$ cat config.mk
export PLATFORM = sky130hd
export DESIGN_NAME = ula_ar_seq_flat
export DESIGN_NICKNAME = d
export VERILOG_FILES = /design/src/rtl/ula_ar_pkg.sv /design/src/rtl/ula_ar_seq_if.sv /design/src/rtl/ula_ar_cond_eval.sv /design/src/rtl/ula_ar_seq.sv /design/src/flat_wrapper.sv
export SDC_FILE = /design/constraint.sdc
export NUM_CORES = 1
export LEC_CHECK = 0
export BUFFER_PORTS_ARGS = -buffer_cell sky130_fd_sc_hd__buf_2
export CAP_MARGIN = 10
export CORE_UTILIZATION = 30
export CTS_CLUSTER_SIZE = 8
export DETAILED_ROUTE_END_ITERATION = 8
export MAX_ROUTING_LAYER = met4
export PLACE_DENSITY = 0.55
export SLEW_MARGIN = 20
export SYNTH_ARGS = -nofsm -noshare
export SYNTH_HDL_FRONTEND = slang
export SYNTH_SLANG_ARGS = --single-unit
$ cat constraint.sdc
create_clock -name clk -period 1.9 [get_ports clk]
set_input_delay 0.19 -clock clk [delete_from_list [all_inputs] [get_ports clk]]
set_output_delay 0.19 -clock clk [all_outputs]
set_load 0.05 [all_outputs]
$ cat src/rtl/ula_ar_pkg.sv
// Shared types and constants for the ULA arithmetic sequencer: function codes,
// execution conditions, FSM states and the ULA 5-bit OP encodings.
package ula_ar_pkg;

    typedef enum logic [2:0] {
        F_ADD  = 3'b000,
        F_ADD1 = 3'b001,
        F_INC  = 3'b010,
        F_SUB1 = 3'b011,
        F_SUB  = 3'b100,
        F_DEC  = 3'b101,
        F_ILL6 = 3'b110,
        F_ILL7 = 3'b111
    } funct_e;

    typedef enum logic [2:0] {
        C_ALWAYS = 3'b000,
        C_Z      = 3'b001,
        C_NZ     = 3'b010,
        C_C      = 3'b011,
        C_NC     = 3'b100,
        C_S      = 3'b101,
        C_O      = 3'b110,
        C_NEVER  = 3'b111
    } cond_e;

    typedef enum logic [1:0] {
        IDLE = 2'b00,
        EXEC = 2'b01,
        DONE = 2'b10
    } state_e;

    localparam logic [4:0] OP_ADD  = 5'b00000;
    localparam logic [4:0] OP_ADD1 = 5'b00001;
    localparam logic [4:0] OP_INC  = 5'b00011;
    localparam logic [4:0] OP_SUB1 = 5'b00100;
    localparam logic [4:0] OP_SUB  = 5'b00101;
    localparam logic [4:0] OP_DEC  = 5'b00110;

    // Returns {legal, op}; illegal codes yield a harmless OP that is never issued.
    function automatic logic [5:0] funct_decode(input logic [2:0] f);
        case (f)
            F_ADD:   funct_decode = {1'b1, OP_ADD};
            F_ADD1:  funct_decode = {1'b1, OP_ADD1};
            F_INC:   funct_decode = {1'b1, OP_INC};
            F_SUB1:  funct_decode = {1'b1, OP_SUB1};
            F_SUB:   funct_decode = {1'b1, OP_SUB};
            F_DEC:   funct_decode = {1'b1, OP_DEC};
            default: funct_decode = {1'b0, OP_ADD};
        endcase
    endfunction

endpackage

$ cat src/rtl/ula_ar_seq_if.sv
// Instruction request / result response handshake bundle between a producer
// (master) and the ULA sequencer (slave).
interface ula_ar_seq_if #(parameter int bits = 8) ();

    logic            in_valid;
    logic            in_ready;
    logic [2:0]      funct;
    logic [2:0]      cond;
    logic [bits-1:0] ra;
    logic [bits-1:0] rb;
    logic            out_valid;
    logic            out_ready;
    logic [bits-1:0] out_resu;
    logic            out_skip;
    logic            out_err;

    modport master (
        output in_valid, funct, cond, ra, rb, out_ready,
        input  in_ready, out_valid, out_resu, out_skip, out_err
    );

    modport slave (
        input  in_valid, funct, cond, ra, rb, out_ready,
        output in_ready, out_valid, out_resu, out_skip, out_err
    );

endinterface

$ cat src/rtl/ula_ar_cond_eval.sv
// Combinational evaluation of an execution condition against stored flags
// {O,C,S,Z}.
module ula_ar_cond_eval
    import ula_ar_pkg::*;
(
    input  logic [2:0] cond,
    input  logic [3:0] flags,
    output logic       take
);

    // Select the flag (or its complement) named by the condition code.
    always_comb begin
        take = 1'b0;
        case (cond)
            C_ALWAYS: take = 1'b1;
            C_Z:      take = flags[0];
            C_NZ:     take = ~flags[0];
            C_C:      take = flags[2];
            C_NC:     take = ~flags[2];
            C_S:      take = flags[1];
            C_O:      take = flags[3];
            C_NEVER:  take = 1'b0;
            default:  take = 1'b0;
        endcase
    end

endmodule

$ cat src/rtl/ula_ar_seq.sv
// Sequencer front-end for the arithmetic ULA: accepts an instruction, issues
// registered operands/OP, captures the result after one settle cycle, updates flags.
module ula_ar_seq
    import ula_ar_pkg::*;
#(
    parameter int bits = 8
) (
    input  logic             clk,
    input  logic             rst_n,
    ula_ar_seq_if.slave      bus,
    output logic [bits-1:0]  alu_a,
    output logic [bits-1:0]  alu_b,
    output logic [4:0]       alu_op,
    input  logic [bits-1:0]  alu_resu,
    input  logic             alu_o,
    input  logic             alu_c,
    output logic [3:0]       flags
);

    state_e          state_q, state_d;
    logic [bits-1:0] alu_a_q, alu_a_d;
    logic [bits-1:0] alu_b_q, alu_b_d;
    logic [4:0]      alu_op_q, alu_op_d;
    logic [bits-1:0] out_resu_q, out_resu_d;
    logic            out_valid_q, out_valid_d;
    logic            out_skip_q, out_skip_d;
    logic            out_err_q, out_err_d;
    logic            in_ready_q, in_ready_d;
    logic [3:0]      flags_q, flags_d;
    logic            take_s;
    logic [5:0]      dec_s;

    ula_ar_cond_eval u_cond (
        .cond  (bus.cond),
        .flags (flags_q),
        .take  (take_s)
    );

    assign dec_s = funct_decode(bus.funct);

    // Next-state and next-output computation for the IDLE/EXEC/DONE sequence.
    always_comb begin
        state_d    = state_q;
        alu_a_d    = alu_a_q;
        alu_b_d    = alu_b_q;
        alu_op_d   = alu_op_q;
        out_resu_d = out_resu_q;
        out_skip_d = out_skip_q;
        out_err_d  = out_err_q;
        flags_d    = flags_q;
        case (state_q)
            IDLE: begin
                if (bus.in_valid) begin
                    if (!dec_s[5]) begin
                        state_d    = DONE;
                        out_err_d  = 1'b1;
                        out_skip_d = 1'b0;
                        out_resu_d = {bits{1'b0}};
                    end else if (!take_s) begin
                        state_d    = DONE;
                        out_skip_d = 1'b1;
                        out_resu_d = bus.ra;
                    end else begin
                        state_d  = EXEC;
                        alu_a_d  = bus.ra;
                        alu_b_d  = bus.rb;
                        alu_op_d = dec_s[4:0];
                    end
                end else begin
                    state_d = IDLE;
                end
            end
            EXEC: begin
                // Zero is derived here; the ULA provides no zero flag.
                state_d    = DONE;
                out_resu_d = alu_resu;
                flags_d    = {alu_o, alu_c, alu_resu[bits-1], (alu_resu == {bits{1'b0}})};
            end
            DONE: begin
                if (bus.out_ready) begin
                    state_d    = IDLE;
                    out_skip_d = 1'b0;
                    out_err_d  = 1'b0;
                end else begin
                    state_d = DONE;
                end
            end
            default: begin
                state_d = IDLE;
            end
        endcase
        out_valid_d = (state_d == DONE);
        in_ready_d  = (state_d == IDLE);
    end

    // State and output registers.
    always_ff @(posedge clk or negedge rst_n) begin
        if (!rst_n) begin
            state_q     <= IDLE;
            alu_a_q     <= {bits{1'b0}};
            alu_b_q     <= {bits{1'b0}};
            alu_op_q    <= 5'b00000;
            out_resu_q  <= {bits{1'b0}};
            out_valid_q <= 1'b0;
            out_skip_q  <= 1'b0;
            out_err_q   <= 1'b0;
            in_ready_q  <= 1'b1;
            flags_q     <= 4'b0000;
        end else begin
            state_q     <= state_d;
            alu_a_q     <= alu_a_d;
            alu_b_q     <= alu_b_d;
            alu_op_q    <= alu_op_d;
            out_resu_q  <= out_resu_d;
            out_valid_q <= out_valid_d;
            out_skip_q  <= out_skip_d;
            out_err_q   <= out_err_d;
            in_ready_q  <= in_ready_d;
            flags_q     <= flags_d;
        end
    end

    assign alu_a        = alu_a_q;
    assign alu_b        = alu_b_q;
    assign alu_op       = alu_op_q;
    assign flags        = flags_q;
    assign bus.in_ready = in_ready_q;
    assign bus.out_valid = out_valid_q;
    assign bus.out_resu = out_resu_q;
    assign bus.out_skip = out_skip_q;
    assign bus.out_err  = out_err_q;

endmodule
$ cat src/flat_wrapper.sv
// flat-port wrapper written by rule: the top's interface ports become plain ports
module ula_ar_seq_flat import ula_ar_pkg::*;
#(
    parameter int bits = 8
)
  (clk, rst_n, alu_a, alu_b, alu_op, alu_resu, alu_o, alu_c, flags, bus_in_valid, bus_funct, bus_cond, bus_ra, bus_rb, bus_out_ready, bus_in_ready, bus_out_valid, bus_out_resu, bus_out_skip, bus_out_err);
  ula_ar_seq_if #(.bits(bits)) bus_i ();
  input  logic clk;
  input  logic rst_n;
  output logic [bits-1:0] alu_a;
  output logic [bits-1:0] alu_b;
  output logic [4:0] alu_op;
  input  logic [bits-1:0] alu_resu;
  input  logic alu_o;
  input  logic alu_c;
  output logic [3:0] flags;
  input wire logic [$bits(bus_i.in_valid)-1:0] bus_in_valid;
  input wire logic [$bits(bus_i.funct)-1:0] bus_funct;
  input wire logic [$bits(bus_i.cond)-1:0] bus_cond;
  input wire logic [$bits(bus_i.ra)-1:0] bus_ra;
  input wire logic [$bits(bus_i.rb)-1:0] bus_rb;
  input wire logic [$bits(bus_i.out_ready)-1:0] bus_out_ready;
  output wire logic [$bits(bus_i.in_ready)-1:0] bus_in_ready;
  output wire logic [$bits(bus_i.out_valid)-1:0] bus_out_valid;
  output wire logic [$bits(bus_i.out_resu)-1:0] bus_out_resu;
  output wire logic [$bits(bus_i.out_skip)-1:0] bus_out_skip;
  output wire logic [$bits(bus_i.out_err)-1:0] bus_out_err;
  assign bus_i.in_valid = bus_in_valid;
  assign bus_i.funct = bus_funct;
  assign bus_i.cond = bus_cond;
  assign bus_i.ra = bus_ra;
  assign bus_i.rb = bus_rb;
  assign bus_i.out_ready = bus_out_ready;
  assign bus_in_ready = bus_i.in_ready;
  assign bus_out_valid = bus_i.out_valid;
  assign bus_out_resu = bus_i.out_resu;
  assign bus_out_skip = bus_i.out_skip;
  assign bus_out_err = bus_i.out_err;
  ula_ar_seq #(.bits(bits)) u_core (.clk(clk), .rst_n(rst_n), .bus(bus_i), .alu_a(alu_a), .alu_b(alu_b), .alu_op(alu_op), .alu_resu(alu_resu), .alu_o(alu_o), .alu_c(alu_c), .flags(flags));
endmodule
# Yosys cells after proc, flatten, opt, wreduce, memory -nomap -nowiden
# Cells that the tools add are included.
# W data, S select, Z words.
word_totals:
  inputBits: 36
  ff_bits: 39
  wordCells: 61
classes:
  n_eq_ne: 19
  mux: 19
  reduce_logical: 11
  n_bitwise: 2
ops:
  columns: ["op", "n"]
  rows:
  - ["$pmux W6 S6", 1]
  - ["$mux W8", 3]
  - ["$eq A3 B3 Y1 const B", 6]
  - ["$pmux W8 S2", 1]
  - ["$eq A3 B2 Y1 const B", 4]
  - ["$reduce_and A4 Y1", 3]
  - ["$logic_not A8 Y1", 1]
  - ["$mux W2", 4]
  - ["$pmux W1 S8", 1]
  - ["$eq A3 B1 Y1 const B", 2]
  - ["$logic_not A3 Y1", 2]
  - ["$mux W1", 6]
  - ["$ne A2 B2 Y1 const B", 3]
  - ["$pmux W2 S3", 1]
  - ["$eq A2 B2 Y1 const B", 2]
  - ["$logic_not A2 Y1", 2]
  - ["$pmux W1 S2", 2]
  - ["$reduce_bool A2 Y1", 2]
  - ["$ne A3 B3 Y1 const B", 1]
  - ["$reduce_and A3 Y1", 1]
  - ["$eq A2 B1 Y1 const B", 1]
  - ["$not A1 Y1", 2]

# Depth between registers and ports, before layout
depth:
  depth_word: 7
  depth_mapped: 6
  ltp_nobuf: 5

# Hierarchy
# A second synthesis with hierarchy kept.
hier_totals:
  cells_unflattened: 144
  hier_area_um2: 1776.7
by_module_without_submodules:
  columns: ["mod", "area_per_inst_um2", "instances", "cells_per_inst"]
  rows:
  - ["ula_ar_seq", 1725.4, 1, 137]
  - ["ula_ar_cond_eval", 51.3, 1, 7]

# Least setup slack after synthesis
# No wires, ideal clock.
synth_path:
  kind: "register to register"
  start: "register u_core.flags_q[2] (netlist: u_core.flags[2])"
  end: "register u_core.alu_a_q[0] (netlist: u_core.alu_a[0])"
  path_stages_with_launch: 7
  setup_slack_ns: -0.048
  n_path_buf: 1
  synth_period_minus_slack_ns: 1.948
  t_arrival_ns: 1.823
  path_cell_list: "dfrtp_1 > nand3_1 > o21ai_2 > a221oi_4 > nor2_4 > buf_12 > mux2_4"
synth_via:
  elab_chain_len: 3
synth_rtl:
  columns: ["item", "line_no", "source"]
  rows:
  - ["start, declared", "ula_ar_seq.sv:29", "logic [3:0] flags_q, flags_d;"]
  - ["start signal, assigned", "ula_ar_seq.sv:119", "flags_q <= flags_d;"]
  - ["$not A1 Y1", "ula_ar_cond_eval.sv:19", "C_NC: take = ~flags[2];"]
  - ["$pmux W1 S8 (*)", "ula_ar_cond_eval.sv:14", "case (cond)"]
  - ["$reduce_and A4 Y1 (no source line) (*)", null, null]
  - ["end signal, assigned", "ula_ar_seq.sv:100", "alu_a_q <= {bits{1'b0}};"]
  - ["end signal, assigned", "ula_ar_seq.sv:111", "alu_a_q <= alu_a_d;"]
  - ["end, declared", "ula_ar_seq.sv:21", "logic [bits-1:0] alu_a_q, alu_a_d;"]
# Every way passes the cells marked *; elsewhere a longest branch is shown, timed or not.
# A chain may end at the register's enable or synchronous reset.

# Final worst setup path
layout_path:
  start: "register u_core.flags_q[2] (netlist: u_core.flags[2])"
  end: "register u_core.out_resu_q[0] (netlist: u_core.bus.out_resu[0])"
layout_via:
  elab_chain_len: 4
layout_rtl:
  columns: ["item", "line_no", "source"]
  rows:
  - ["$not A1 Y1", "ula_ar_cond_eval.sv:19", null]
  - ["$pmux W1 S8 (*)", "ula_ar_cond_eval.sv:14", null]
  - ["$ne A3 B3 Y1 (no source line) (*)", null, null]
  - ["$reduce_and A3 Y1 (no source line) (*)", null, null]
  - ["end signal, assigned", "ula_ar_seq.sv:103", "out_resu_q <= {bits{1'b0}};"]
  - ["end signal, assigned", "ula_ar_seq.sv:114", "out_resu_q <= out_resu_d;"]
  - ["end, declared", "ula_ar_seq.sv:24", "logic [bits-1:0] out_resu_q, out_resu_d;"]
# Marks and branches as above.

==> summary.md <==
| Metric | Value |
|---|---|
| Final Critical Period | `1780 ps` |
| Clock Sinks | `37` |
| Setup slack at placement | `-16.5 ps` |
| VDD IR max | `756 uV` |
| Cell variety after synth | `31` |
| R2R depth | `5` |
| DRC | `0` |
| Initial antenna violation count | `0` |
| First-pass GRT wire length | `6.38 mm` |
| Cell Count, Final, Fillers Out | `286` |
| DIE AREA | `roughly 6000 um2` |
| Clock latency on the worst-skew pair | `roughly 280 ps` |
| CTS Buf Count | `5` |
| Top cells by area, synth | `dfrtp_1 52%, mux2_2 11%, mux2_4 7.9%, a22o_1 4.1%, o21ai_0 2.3%` |
| CTS Buffer Depth | `2` |
| Most common cell after layout, fill and taps aside | `buf_2` |
| Hold_sp | `bus_rb[6]` |
| RSZ-0062 raised after global routing | `no` |
| Final total power | `4.56 mW` |
| Drt wl/cell | `13.8 um` |
| Highest-count cells in the layout ignoring fill and taps | `70 x buf_2, 34 x dfrtp_1, 17 x mux2_2` |
| Post-synthesis mux area share | `21.0%` |
| IO Pins | `73` |
| Least-Margin Pin Slew | `633 ps` |
| Crit path cell chain | `nand3_1 -> o21ai_2 -> a221oi_4 -> o2bb2ai_4 -> mux2_2` |
| Mapped Area | `1720 um2` |
| Ys Warns | `0` |
| Largest family of logic cells by synthesized area | `multiplexers` |
| CTS tree | `done` |
| Fillers | `around 570` |
| Worst Path Required | `2070 ps` |
| Max cap viols | `0` |
| Critical path capture point type | `register` |
| CTS resizes | `0` |
| Crit start category | `register` |
| Total GRT Usage | `around 14%` |
| Post-synthesis adder-cell area fraction | `0%` |
| Number of global-route vias before repair | `1286` |
| DR iter-0 viols | `54` |
| Area delta synth->final | `34.4%` |
| Gpl congestion | `between 0.7 and 0.8` |
| Slew headroom | `57.8%` |
| CP Max Fanout | `10` |
| Hold depth | `2` |
| Simple-Gate Fraction of Synth Area | `6.04%` |
| Status | `finished, final reports clean` |
| Dpl cells | `roughly 280` |
| Worst Path Arrival | `roughly 2000 ps` |
| Xor and xnor area share after synthesis | `0.509%` |
| DRT Pass-1 Iters | `4` |
| Post-layout util | `42.0%` |
| Final Max Slew Viols | `0` |
| Reg-to-reg endpoint | `u_core.bus.out_resu[0]$_DFFE_PN0P_` |
| Port bufs | `70` |
| # rows | `27` |
| Synth Area in Compound Gates | `between 10% and 20%` |
| Hpwl dp | `3.00 mm` |
| Reg2reg start | `u_core.flags[2]$_DFFE_PN0P_` |
| Pin count of the biggest net entering global routing | `27` |
| Skew final | `1.83 ps` |
| Setup ws final | `117 ps` |
| Initial Utilization | `between 30% and 40%` |
| Ant diodes | `0` |
| Power per cell area | `1970 nW/um2` |
| Nets | `249` |
| Chip width | `77.7 um` |
| Syn Inst Count | `130` |
| FF+latch count, synth | `37` |
| CTS root buffer | `clkbuf_8` |
| Global route overflow | `0` |
| Final-report setup violation count | `0` |
| Fin crit share | `93.9%` |
| Max Freq | `roughly 560 MHz` |
| Share of cells above drive strength 1 | `56.1%` |
| Register-to-register setup slack | `120 ps` |
| WS Path Type | `reg -> reg` |
| Min-Delay Path Class | `in -> reg` |
| Routed Antenna Nets | `0` |
| Vias | `between 1000 and 1500` |
| CP max stage delay | `450 ps` |
| Drt via density | `4.53` |
| Seq/Total Area, Yosys | `between 50% and 60%` |
| Post-synth top area cell | `dfrtp_1` |
| Share of the synthesized area in the top cell type | `between 50% and 60%` |
| Hold path endpoint | `u_core.alu_b[6]$_DFFE_PN0P_` |
| Die height | `77.7 um` |
| CTS clock-pin slew for the worst setup and hold paths | `70 ps` |
| Setup_tns | `0 ps` |
| Syn_area_per_cell | `13.2 um2` |
| P_leak | `between 1 and 1.5 nW` |
| H-tree depth | `2` |
| Hold Fails Final Rpt | `0` |
| Slowest cell on crit path | `a221oi_4` |
| Post-Route WL | `3.96 mm` |
| Core area | `5510 um2` |
==> layout make-up <==
| cell class | instances | area [um2] | share of cell area (%) |
|---|---|---|---|
| inverters | 5 | 18.8 | 0.812 |
| repair buffers | 82 | 468 | 20.2 |
| clock buffers | 8 | 80.1 | 3.47 |
| flip-flops and latches | 37 | 930 | 40.2 |
| well taps | 72 | 90.1 | 3.90 |
| multi-input cells | 82 | 724 | 31.3 |
==> worst max-delay path by stage <==
stage | slack [ps] | end | start | depth (start not counted)
after floorplan | 20 | u_core.alu_a[0]$_DFFE_PN0P_ | u_core.flags[3]$_DFFE_PN0P_ | 6
after global placement | 40 | u_core.alu_b[6]$_DFFE_PN0P_ | u_core.flags[2]$_DFFE_PN0P_ | 4
after detailed placement | -20 | u_core.alu_op[1]$_DFFE_PN0P_ | u_core.flags[2]$_DFFE_PN0P_ | 4
after CTS | 100 | u_core.bus.out_resu[0]$_DFFE_PN0P_ | u_core.flags[2]$_DFFE_PN0P_ | 5
after global routing | 10 | u_core.bus.out_resu[3]$_DFFE_PN0P_ | u_core.flags[2]$_DFFE_PN0P_ | 5
final | 120 | u_core.bus.out_resu[0]$_DFFE_PN0P_ | u_core.flags[2]$_DFFE_PN0P_ | 5
==> sequential cells by signal, summed over array words and instances, names as in the netlist <==
register / flops
u_core.bus.out_resu: 8
u_core.state_q: 2
u_core.alu_a: 8
u_core.bus.out_err: 1
u_core.alu_b: 8
u_core.bus.in_ready: 1
u_core.bus.out_valid: 1
u_core.alu_op: 3
u_core.flags: 4
u_core.bus.out_skip: 1
==> synth_stat cells <==
library cell and number:
dfrtp_1 36, mux2_2 17, mux2_4 9, a22o_1 8, o21ai_0 8, nor2_1 7, inv_1 5, a21oi_1 4
mux2_1 3, nand2_1 3, nand3_1 3, a21o_1 2, buf_2 2, buf_4 2, clkbuf_1 2, nand3b_1 2
nor2b_1 2, nor4_1 2, a211oi_1 1, a21oi_2 1, a221oi_4 1, a31oi_1 1, buf_12 1, conb_1 1
dfstp_2 1, nor2_4 1, o21ai_2 1, o22ai_1 1, o2bb2ai_4 1, o31ai_1 1, xnor2_1 1
==> worst max-delay path, delay by kind of cell (launching register included) <==
kind | cells | cell delay [ps]
AOI/OAI and AO/OA | 3 | 770
and+or+nand+nor | 1 | 100
muxes | 1 | 380
DFF | 1 | 430
==> layer usage <==
metal | vias to the layer above | track usage, % | part of all wire [%]
met1 | 631 | 17.4 | 44
met3 | 7 | 3.18 | 3.2
li1 | 632 | - | -
met2 | 27 | 22.6 | 51
met5 | - | - | 0
met4 | 0 | 6.04 | 1.7
==> cell families (layout without fill, tap and decap cells) <==
group | after synthesis | after routing
AO/OA/AOI/OAI | 30 | 30
buffers and inverters | 12 | 95
AND/OR/NAND/NOR | 20 | 20
XOR/XNOR | 1 | 1
flip-flops | 37 | 37
other | 1 | 2
multiplexers | 29 | 29
==> through the flow <==
| stage | hold slack, ps | instance area [um2] |
|---|---|---|
| floorplan | -106 | 1730 |
| global placement | 228 | 2180 |
| detailed placement | 232 | 2180 |
| CTS | 121 | 2310 |
| global route | 123 | 2310 |
| finish | 132 | 2310 |
==> what timing repair did <==
action / CTS / global route
hold buffers: 1 / 0
setup buffers: 2 / 0
endpoints found under the hold margin: 24 / 0
setup endpoints to repair: 9 / 0
==> power breakdown <==
part	internal, mW	leakage (nW)	switching [mW]
Combinational	0.807	0.657	1.85
Clock	0.261	0.0395	0.261
Sequential	1.19	0.446	0.194
No activity file was read; power rests on OpenSTA's default activity.
